--- config.mk ---
export PLATFORM = sky130hd
export DESIGN_NAME = display_bcd_seq
export DESIGN_NICKNAME = d
export VERILOG_FILES = /design/src/rtl/display_pkg.sv /design/src/rtl/display_bcd_seq_seg7_decod.sv /design/src/rtl/display_bcd_seq.sv
export SDC_FILE = /design/constraint.sdc
export NUM_CORES = 1
export LEC_CHECK = 0
export ABC_CLOCK_PERIOD_IN_PS = 5320
export CAP_MARGIN = 20
export CORE_MARGIN = 3
export CORE_UTILIZATION = 50
export CTS_BUF_LIST = sky130_fd_sc_hd__clkbuf_8
export CTS_CLUSTER_DIAMETER = 200
export DETAILED_ROUTE_END_ITERATION = 8
export PLACE_DENSITY = 0.78
export SLEW_MARGIN = 40
export SYNTH_ARGS = -nofsm -noshare
export SYNTH_HDL_FRONTEND = slang
export SYNTH_SLANG_ARGS = --single-unit
--- constraint.sdc ---
create_clock -name clk -period 5.32 [get_ports clk]
set_input_delay 0.798 -clock clk [delete_from_list [all_inputs] [get_ports clk]]
set_output_delay 0.798 -clock clk [all_outputs]
set_load 0.1 [all_outputs]
--- src/rtl/display_pkg.sv ---
// Shared constants for the BCD seven-segment display path: active-low
// segment codes ({a,b,c,d,e,f,g} MSB..LSB), the sequencer state type and
// the decimal threshold helper used for overflow detection.
package display_pkg;

  localparam logic [6:0] SEG_0     = 7'b0000001;
  localparam logic [6:0] SEG_1     = 7'b1001111;
  localparam logic [6:0] SEG_2     = 7'b0010010;
  localparam logic [6:0] SEG_3     = 7'b0000110;
  localparam logic [6:0] SEG_4     = 7'b1001100;
  localparam logic [6:0] SEG_5     = 7'b0100100;
  localparam logic [6:0] SEG_6     = 7'b0100000;
  localparam logic [6:0] SEG_7     = 7'b0001111;
  localparam logic [6:0] SEG_8     = 7'b0000000;
  localparam logic [6:0] SEG_9     = 7'b0000100;
  localparam logic [6:0] SEG_BLANK = 7'b1111111;
  localparam logic [6:0] SEG_DASH  = 7'b1111110;

  typedef enum logic [1:0] {
    IDLE,
    CONV,
    LOAD
  } state_t;

  // 10**n, used as the first value that no longer fits in n decimal digits
  function automatic int pow10(input int n);
    int r;
    r = 1;
    for (int i = 0; i < n; i++) r = r * 10;
    return r;
  endfunction

endpackage

--- src/rtl/display_bcd_seq_seg7_decod.sv ---
// Combinational BCD to active-low seven-segment decoder. Codes 10..15 and
// an asserted blank input both produce a dark digit.
module seg7_decod
  import display_pkg::*;
(
  input  logic [3:0] bcd_i,
  input  logic       blank_i,
  output logic [6:0] code_o
);

  // Table lookup; anything outside 0..9 stays dark
  always_comb begin
    code_o = SEG_BLANK;
    if (!blank_i) begin
      case (bcd_i)
        4'd0:    code_o = SEG_0;
        4'd1:    code_o = SEG_1;
        4'd2:    code_o = SEG_2;
        4'd3:    code_o = SEG_3;
        4'd4:    code_o = SEG_4;
        4'd5:    code_o = SEG_5;
        4'd6:    code_o = SEG_6;
        4'd7:    code_o = SEG_7;
        4'd8:    code_o = SEG_8;
        4'd9:    code_o = SEG_9;
        default: code_o = SEG_BLANK;
      endcase
    end
  end

endmodule

--- src/rtl/display_bcd_seq.sv ---
// Binary seconds to N_DIG BCD digits via a sequential double-dabble, plus a
// tenths digit, decoded to held active-low seven-segment codes. Provides
// leading-zero blanking, overflow dashes and a one-deep request buffer.
module display_bcd_seq
  import display_pkg::*;
#(
  parameter int BIN_W    = 10,
  parameter int N_DIG    = 3,
  parameter int BLANK_LZ = 1
) (
  input  logic                   clk,
  input  logic                   rst,
  input  logic                   enable,
  input  logic [BIN_W-1:0]       seg,
  input  logic [3:0]             dec,
  output logic [7*(N_DIG+1)-1:0] digitos,
  output logic                   busy,
  output logic                   done,
  output logic                   overflow
);

  localparam int          BCD_W  = 4 * N_DIG;
  localparam int          DIG_W  = 7 * (N_DIG + 1);
  localparam int          CNT_W  = $clog2(BIN_W);
  localparam logic [63:0] THRESH = 64'(pow10(N_DIG));

  state_t                  state_q;
  logic [CNT_W-1:0]        cnt_q;
  logic                    pending_q;
  logic                    ld_q;
  logic                    busy_q;
  logic                    done_q;
  logic                    ovf_q;
  logic                    ovf_cap_q;
  logic [BIN_W-1:0]        bin_q;
  logic [BCD_W-1:0]        bcd_q;
  logic [3:0]              dec_q;
  logic [DIG_W-1:0]        dig_q;
  logic [DIG_W-1:0]        dig_d;
  logic [N_DIG:0][3:0]     dig_bcd;
  logic [N_DIG:0]          dig_blank;
  logic [N_DIG:0][6:0]     code;
  logic                    accept;
  logic                    seg_ovf;

  // Add-3 correction on every BCD nibble of 5 or more, ahead of the shift
  function automatic logic [BCD_W-1:0] add3(input logic [BCD_W-1:0] b);
    logic [BCD_W-1:0] r;
    logic [3:0]       nib;
    r = b;
    for (int i = 0; i < N_DIG; i++) begin
      nib = b[4*i +: 4];
      if (nib >= 4'd5) nib = nib + 4'd3;
      r[4*i +: 4] = nib;
    end
    return r;
  endfunction

  // Display of seg=0, dec=0: tenths and units "0", upper digits per blanking mode
  function automatic logic [DIG_W-1:0] reset_digits();
    logic [DIG_W-1:0] r;
    r = '0;
    for (int i = 0; i <= N_DIG; i++)
      r[7*i +: 7] = (i <= 1 || BLANK_LZ == 0) ? SEG_0 : SEG_BLANK;
    return r;
  endfunction

  assign accept  = (state_q == IDLE) && (enable || pending_q);
  assign seg_ovf = ({{(64-BIN_W){1'b0}}, seg} >= THRESH);

  // Sequencer: IDLE -> CONV (BIN_W shifts) -> LOAD -> IDLE, with one-deep request buffer
  always_ff @(posedge clk) begin
    if (rst) begin
      state_q   <= IDLE;
      cnt_q     <= '0;
      pending_q <= 1'b0;
      ld_q      <= 1'b0;
      busy_q    <= 1'b0;
    end else begin
      busy_q <= (state_q != IDLE);
      ld_q   <= (state_q == LOAD);
      case (state_q)
        IDLE: begin
          if (accept) begin
            state_q   <= CONV;
            cnt_q     <= '0;
            pending_q <= 1'b0;
          end
        end
        CONV: begin
          cnt_q <= cnt_q + CNT_W'(1);
          if (cnt_q == CNT_W'(BIN_W - 1)) state_q <= LOAD;
          if (enable) pending_q <= 1'b1;
        end
        LOAD: begin
          state_q <= IDLE;
          if (enable) pending_q <= 1'b1;
        end
        default: state_q <= IDLE;
      endcase
    end
  end

  // Conversion datapath: capture on accept, otherwise shift-add-3 while converting
  always_ff @(posedge clk) begin
    if (accept) begin
      bin_q     <= seg;
      bcd_q     <= '0;
      dec_q     <= dec;
      ovf_cap_q <= seg_ovf;
    end else if (state_q == CONV) begin
      {bcd_q, bin_q} <= {add3(bcd_q), bin_q} << 1;
    end
  end

  // Digit selection and leading-zero blanking, scanning from the top digit down
  always_comb begin
    logic zero_above;
    dig_bcd    = '0;
    dig_blank  = '0;
    zero_above = 1'b1;
    dig_bcd[0] = dec_q;
    for (int k = N_DIG; k >= 1; k--) begin
      dig_bcd[k]   = bcd_q[4*(k-1) +: 4];
      zero_above   = zero_above && (bcd_q[4*(k-1) +: 4] == 4'd0);
      dig_blank[k] = (BLANK_LZ != 0) && (k > 1) && zero_above;
    end
  end

  for (genvar gi = 0; gi <= N_DIG; gi++) begin : g_dec
    seg7_decod u_dec (
      .bcd_i   (dig_bcd[gi]),
      .blank_i (dig_blank[gi]),
      .code_o  (code[gi])
    );
  end

  // Integer digits become dashes on overflow; tenths always decoded normally
  always_comb begin
    dig_d = '0;
    for (int i = 0; i <= N_DIG; i++)
      dig_d[7*i +: 7] = (i > 0 && ovf_cap_q) ? SEG_DASH : code[i];
  end

  // Output registers: loaded one cycle after LOAD, held until the next update
  always_ff @(posedge clk) begin
    if (rst) begin
      dig_q  <= reset_digits();
      ovf_q  <= 1'b0;
      done_q <= 1'b0;
    end else begin
      done_q <= ld_q;
      if (ld_q) begin
        dig_q <= dig_d;
        ovf_q <= ovf_cap_q;
      end
    end
  end

  assign digitos  = dig_q;
  assign busy     = busy_q;
  assign done     = done_q;
  assign overflow = ovf_q;

endmodule

==> flow_summary.yaml <==
pwr:
  power_density_mw_per_mm2: 511
  intPower_uw: 1460
  p_sw_frac: 0.408
  seq_power_share: 0.383
  combPwrFrac: 0.411
  power_leakage_uw: 0.00196
  clockPowerShare: 0.206
  p_sw_uw: 1000
  irDropWorstVdd_v: 0.000223
timing:
  skew_ns: 0.0132
  hold_viol_final: 0
  timing.slew.headroom: 0.573
  setup_violations: 0
  fin_setup_tns_ns: 0
  finalMaxSlewViolations: 0
  fmax_ghz: 0.347
  rsz0062_at_grt: "no"
  layout_min_cycle_time_ns: 2.88
  worst_pin_slew_ns: 0.637
  period_share: 0.541
  holdWs_ns: 0.455
logic_synthesis:
  synth_edf_count: 15
  postSynth.asyncResetShare: 0
  synthDistinctLibCells: 67
  netlist_area_mm2: 0.00425
  synth_seq_cells: 87
  seq_area_frac_synth: 0.445
  syn_area_per_cell_um2: 9.55
  syn_nets: 496
  synthFlopType: "dfxtp_1"
  yosys_warnings: 0
  syn_inst: 445
final_layout:
  final_cell_mix: "dfxtp_1, nand2_1, ha_1"
  final_common_cell: "dfxtp_1"
  area_delta_synth_final_pct: 13.3
  antennaDiodeCount: 0
  final_nets: 534
  fin_util: 0.586
  drive_gt1_frac: 0.156
route:
  via_per_inst: 5.59
  drt_pass1_iterations: 4
  vias: 3317
  totalWireLength_um: 8300
  drcViolationCount: 0
  ant_nets: 0
  first_iter_violations: 129
  wl_per_cell_um: 14.0
clock_tree:
  cts.path.max_buffers: 2
  cts_root_buf: "clkbuf_8"
  cts_tree: "yes"
  cts_resized: 0
  cts_setup_buffers: 0
  numCtsBuffers: 9
  ctsHoldBuffers: 0
  clk_latency_ns: 0.36
  path_clk_slew_ns: 0.09
  htreeDepth: 3
  clkSinkCount: 87
worst_setup_path:
  cp-start-kind: "input port"
  cp_data_required_time_ns: 5.56
  path_max_fanout: 33
  cp_data_arrival_time_ns: 3.12
  cp-end-kind: "register"
  path_class: "in2reg"
floorplan:
  die_h_um: 98.2
  core_mm2: 0.00822
  start_util: 0.517
  num_rows: 33
  die_area_mm2: 0.00964
  io_pins: 48
  die_w_um: 98.2
placement:
  port-buffer-count: 47
  place_congestion: 0.909
  hpwl_um: 5940
global_route:
  overflow: 0
  grt_pass1_wl_um: 14400
  grt_usage: 0.181
  antenna_found_initial: 0
  grt_pass1_vias: 3214
  grt_start_max_net_pins: 39
run_status:
  status: "finished clean"
job:
  max-cap-violations: 0
worst_hold_path:
  holdCritPathClass: "reg2reg"
## cell families (layout without fill, tap and decap cells)
group	count (synthesis)	after routing	synth area share
buffers and inverters	56	99	0.0592
flip-flops	87	87	0.445
XOR/XNOR	6	6	0.0124
AO/OA/AOI/OAI	116	116	0.204
multiplexers	2	2	0.00471
AND/OR/NAND/NOR	144	144	0.175
adder cells (fa/ha/maj)	34	34	0.100
## metrics by stage
stage	worst slack (ns)	instances	area (µm²)	power, µW
after floorplan	3.01	445	4250	1780
after global placement	2.18	577	4750	1940
after detailed placement	2.10	577	4590	1970
after CTS	2.47	593	4810	2480
after global routing	2.24	593	4810	2640
final	2.44	593	4810	2460
## cells in the mapped netlist, types with 3 or more instances
library cell  number  area (µm²)
a21oi_1           24         120
a31oi_1           11        68.8
a311oi_1           5        43.8
ha_1              34         425
o21ai_1            4        20.0
nor2_1            33         124
clkbuf_1          13        48.8
buf_6              4        45.0
inv_1             29         109
o21ai_0           15        75.1
nand2b_1          18         113
nor3_1             6        30.0
xnor2_1            4        35.0
nand2_1           47         176
a2111o_1           4        45.0
nor2b_1            5        31.3
o22ai_1           19         119
nand3_1            8        40.0
inv_2              4        15.0
dfxtp_1           72        1440
a211oi_1           5        37.5
nand4_1            3        18.8
a311oi_2           3        45.0
edfxtp_1          15         450
and3_1             4        25.0
## area by class of cell
| cell class | instances | area, µm² |
|---|---|---|
| fill | 696 | 3400 |
| multi-input combinational | 302 | 2110 |
| sequential | 87 | 1890 |
| timing repair buffer | 50 | 338 |
| clock buffer | 10 | 138 |
| tap | 105 | 131 |
| inverter | 33 | 124 |
| clock inverter | 6 | 83.8 |
## worst max-delay path, stage by stage
cell and delay (ns):
clkdlybuf4s50_1 0.47, o21ai_4 0.15, buf_4 0.32, inv_2 0.32, a31oi_1 0.36, inv_1 0.13
ha_1 0.20, nor3_1 0.25, nor3_1 0.08
## metal layers
metal / vias to the layer above / routed length [µm] / GRT usage / share of wire
met5: - / 0 / 0 / 0
met3: 4 / 429 / 0.0521 / 0.052
met4: 0 / 72 / 0.0641 / 0.0087
li1: 1653 / - / - / -
met2: 98 / 4140 / 0.315 / 0.50
met1: 1562 / 3660 / 0.213 / 0.44
## path summary, 6_finish.rpt
kind                            startpoint                       end  slack, ns  cells past startpoint
worst max-delay path                enable  g_dec[1].u_dec.code_o[6]       2.44                      9
worst min-delay path              register               digitos[15]       0.46                      2
worst max register to register  state_q[1]                  register       2.61                     12
worst min register to register    register               digitos[15]       0.46                      2
## power by group through the flow
stage                     logic [µW]  registers (µW)  clock network (µW)
after floorplan                  712            1070                   0
after global placement           984             954                   0
after detailed placement        1010             960                   0
after CTS                       1010             944                 521
after global routing            1130             965                 546
final                           1010             943                 508
No activity file was read; power rests on OpenSTA's default activity.
==> variant 1 (same flow settings) <==
The parameter `BIN_W` goes from 10 to 5.
--- a/src/rtl/display_bcd_seq.sv
+++ b/src/rtl/display_bcd_seq.sv
@@ -6,3 +6,3 @@
 #(
-  parameter int BIN_W    = 10,
+  parameter int BIN_W    = 5,
   parameter int N_DIG    = 3,
Interface: changed (resized seg); port bits go from 48 to 43. No check against the original RTL was run, so the function may have changed too.
==> variant 1 against the unedited design <==
Total power fell by 9.9%; final area fell by 13%; via count fell by 9.2%; wire length fell by 7.8%; clock skew fell by 0.0046 ns; setup slack got worse by 0.17 ns; sequential cell count fell by 15; area after synthesis fell by 13%; worst hold slack improved by 0.0059 ns; clock power fell by 9.3%; sequential share of layout area fell by 2.8 points; critical path depth rose by 3; critical path type unchanged.
==> variant 1: results (changes against the unedited design) <==
.. list-table::
   :header-rows: 1

   * - Metric
     - Value
   * - Number of input and output port buffers inserted
     - 41 (-13%)
   * - Global-route wire length before repair
     - 13000 um (-9.6%)
   * - Max stage delay on crit path
     - 0.50 ns (+0.03 ns)
   * - Relative slew slack
     - 52.7% (-4.6 points)
   * - Worst hold margin
     - 0.461 ns (+0.00594 ns)
   * - Net total in the final layout
     - 489 (-8.4%)
   * - Filler cell count
     - 602 (-14%)
   * - Routed WL per cell
     - 14.0 um (+0.36%)
   * - Largest cells by area after synthesis
     - sky130_fd_sc_hd__dfxtp_1 34%, sky130_fd_sc_hd__ha_1 11%, sky130_fd_sc_hd__edfxtp_1 7.3%
   * - First DRT Iteration DRCs
     - 193 (+50%)
   * - Fraction of final layout cells sized beyond drive strength 1
     - 13.6% (-2.0 points)
   * - Average footprint of a synthesized cell
     - 8.95 um2 (-6.3%)
   * - Post-Place Cell Area
     - 3990 um2 (-13%)
   * - Sequential share of the synthesized area
     - 41.4% (-3.1 points)
   * - Arrival time at the worst endpoint
     - 3.27 ns (+0.15 ns)
   * - Reg-to-reg slack, setup
     - 2.52 ns (-0.09 ns)
   * - Number of nets in the synthesized netlist
     - 458 (-7.7%)
   * - Critical Path Fanout Max
     - 20 (-39%)
   * - Number of enable-type register cells in the synthesized netlist
     - 9 (-6)
   * - Depth of the worst register-to-register path
     - 13 (+1)
   * - List of most frequent post-synthesis cells
     - 63 x sky130_fd_sc_hd__dfxtp_1, 43 x sky130_fd_sc_hd__nand2_1, 33 x sky130_fd_sc_hd__ha_1
   * - Clock latency on the worst-skew pair
     - 0.34 ns (-0.02 ns)
   * - Detailed-router iteration count before antenna repair
     - 5 (+1)
   * - Worst-case vdd ir drop
     - 0.230 mV (+3.0%)
   * - Number of distinct standard cells referenced by the synthesized netlist
     - 60 (-10%)
   * - Total detailed-routing wirelength
     - 7660 um (-7.8%)
   * - Pin count of the biggest net entering global routing
     - 38 (-2.6%)
   * - Outcome
     - completed
   * - Vias in the first global route
     - 2872 (-11%)
   * - Final Skew
     - 0.00862 ns (-0.00457 ns)
   * - Cell total after placement
     - 529 (-8.3%)
   * - HPWL after DPL
     - 5340 um (-10%)
variant 1: changes by cell type in the layout (fill, tap and decap cells not counted), sizes merged, moves of 5 or more:
cell	change
nand2	-5
o22ai	-11
a311oi	-5
clkdlybuf4s50	-6
a31oi	-7
or3	+6
a211oi	-5
o21ai	+6
mux2i	+7
dfxtp	-9
nor2	-10
inv	-6
edfxtp	-6
variant 1: cell families after synthesis:
logic type / share of synthesized area [%]
XOR/XNOR: 0.948
AND/OR/NAND/NOR: 17.9
AO/OA/AOI/OAI: 19.3
adder cells (fa/ha/maj): 11.2
other: 0.101
buffers and inverters: 6.06
multiplexers: 3.05
flip-flops: 41.4
variant 1: layer usage:
layer | vias up | routed length [um] | GRT usage (%)
li1 | 1511 | - | -
met1 | 1405 | 3440 | 23.2
met2 | 78 | 3760 | 31.9
met3 | 18 | 283 | 3.36
met4 | 0 | 170 | 9.03
met5 | - | 0 | 0
variant 1: area by class of cell:
type	instances	area (um2)	share of cell area, %
Multi-Input combinational cell	287	1940	46.2
Sequential cell	72	1530	36.5
Timing Repair Buffer	45	285	6.80
Clock inverter	7	86.3	2.06
Clock buffer	9	124	2.95
Inverter	29	109	2.59
Tap cell	96	120	2.86
variant 1: metrics by stage:
| stage | power, W | worst slack [ns] |
|---|---|---|
| floorplan | 0.00157 | 2.85 |
| global placement | 0.00174 | 2.02 |
| detailed placement | 0.00175 | 1.94 |
| CTS | 0.00222 | 2.30 |
| global route | 0.00237 | 2.06 |
| finish | 0.00222 | 2.27 |
variant 1: worst max-delay path by stage:
stage | endpoint | depth (start not counted)
after floorplan | register | 10
final | register | 12
after global placement | register | 12
after global routing | register | 12
after detailed placement | register | 12
after CTS | register | 12
variant 1: report_power, final:
group	internal, W	switching [W]
Combinational	0.000340	0.000642
Sequential	0.000689	0.0000875
Clock	0.000260	0.000201
==> variant 2 (config.mk and constraints unchanged) <==
Without the edit above. Encoding of `state_t`: now one-hot (3 bits for 3 states).
--- a/src/rtl/display_pkg.sv
+++ b/src/rtl/display_pkg.sv
@@ -18,6 +18,6 @@
 
-  typedef enum logic [1:0] {
-    IDLE,
-    CONV,
-    LOAD
+  typedef enum logic [2:0] {
+    IDLE = 3'b001,
+    CONV = 3'b010,
+    LOAD = 3'b100
   } state_t;
Function: no difference found for any inputs over 10 cycles, from zero or initial values and one cycle with rst high; not proved beyond that.
==> variant 2 against the unedited design <==
Wire length is 2.3% lower; critical path type unchanged; sequential cell count is 1 higher; setup slack got worse by 0.23 ns; critical path depth is 1 higher; final area shrank 4.0%; largest cell class unchanged; area after synthesis fell by 3.9%; count of clock-buffer cells in the layout stayed put.
Power is not compared: it rests on default switching activity, and its combinational part moved more than twofold at a synthesized area within 25%.
==> variant 2: results (changes against the unedited design) <==
.. list-table::
   :header-rows: 1

   * - Metric
     - Value
   * - Min-Delay Endpoint
     - digitos[6]
   * - List of most frequent post-synthesis cells
     - 73 x sky130_fd_sc_hd__dfxtp_1, 45 x sky130_fd_sc_hd__nand2_1, 39 x sky130_fd_sc_hd__nor2_1
   * - Weighted congestion at the end of routability-driven global placement
     - 0.762 (-16%)
   * - Cell total after placement
     - 561 (-2.8%)
   * - Number of signal-net inverters in the final layout
     - 26 (-21%)
   * - Clk tree area frac
     - 4.27% (-0.32 points)
   * - Gate count after technology mapping
     - 433 (-2.7%)
   * - Sequential share of the synthesized area
     - 46.8% (+2.3 points)
   * - Overall fraction of global-route tracks in use
     - 18.5% (+0.44 points)
   * - Multiplexer share of the synthesized area
     - 1.50% (+1.0 points)
   * - Met3 track demand over resource in global routing
     - 4.80% (-0.41 points)
   * - HPWL after DPL
     - 5760 um (-3.1%)
   * - Relative slew slack
     - 50.4% (-6.9 points)
   * - Max stage delay on crit path
     - 0.61 ns (+0.14 ns)
   * - Filler cell count
     - 699 (+0.43%)
   * - TritonCTS Sinks
     - 88 (+1.1%)
   * - Outcome
     - completed
   * - Depth of the worst register-to-register path
     - 9 (-3)
   * - Met2 track demand over resource
     - 31.1% (-0.47 points)
   * - Arrival time at the worst endpoint
     - 3.36 ns (+0.24 ns)
   * - Number of nets in the synthesized netlist
     - 479 (-3.4%)
   * - Pre-CTS worst setup slack
     - 1.77 ns (-0.335 ns)
   * - Relative area of non-clock buffer cells in the final design
     - 7.63% (+0.61 points)
   * - Footprint of the multi-input gates
     - 1940 um2 (-8.1%)
   * - Worst hold margin
     - 0.463 ns (+0.00761 ns)
   * - Post-synthesis share of cell area spent on xor and xnor gates
     - 0.857% (-0.38 points)
   * - Compound-cell area share of the yosys netlist
     - 18.2% (-2.2 points)
   * - Largest cells by area after synthesis
     - sky130_fd_sc_hd__dfxtp_1 36%, sky130_fd_sc_hd__edfxtp_1 11%, sky130_fd_sc_hd__ha_1 8.9%
   * - Fraction of the core area covered by cells at the end of the flow
     - 58.9% (+0.33 points)
   * - Post-Place Cell Area
     - 4420 um2 (-3.7%)
   * - Max stage delay cell, worst path
     - sky130_fd_sc_hd__a21oi_1
variant 2: report_power, final:
part / switching (W) / internal, W
Combinational: 0.0000489 / 0.0000328
Sequential: 0.00000983 / 0.000696
Clock: 0.000229 / 0.000227
Total: 0.000288 / 0.000955
variant 2: logic make-up (layout without fill, tap and decap cells):
kind of cell | Yosys count | in the layout
AOI/OAI and AO/OA | 106 | 106
xor gates and xnor gates | 4 | 4
adders and majority gates | 29 | 29
buffers and inverters | 52 | 94
DFF | 88 | 88
muxes | 6 | 6
and+or+nand+nor | 148 | 148
variant 2: worst max-delay path by stage:
stage | endpoint | slack, ns | cells after the start | from
final | register | 2.21 | 10 | enable
after detailed placement | register | 1.77 | 10 | enable
after CTS | register | 2.14 | 10 | enable
after global routing | register | 1.87 | 10 | enable
after floorplan | g_dec[1].u_dec.code_o[2] | 2.67 | 7 | enable
after global placement | register | 1.87 | 10 | enable
variant 2: metal layers:
layer	share of wire [%]	wire (um)
met5	0	0
met4	1.3	102
met3	5.2	418
met2	49	3970
met1	45	3620
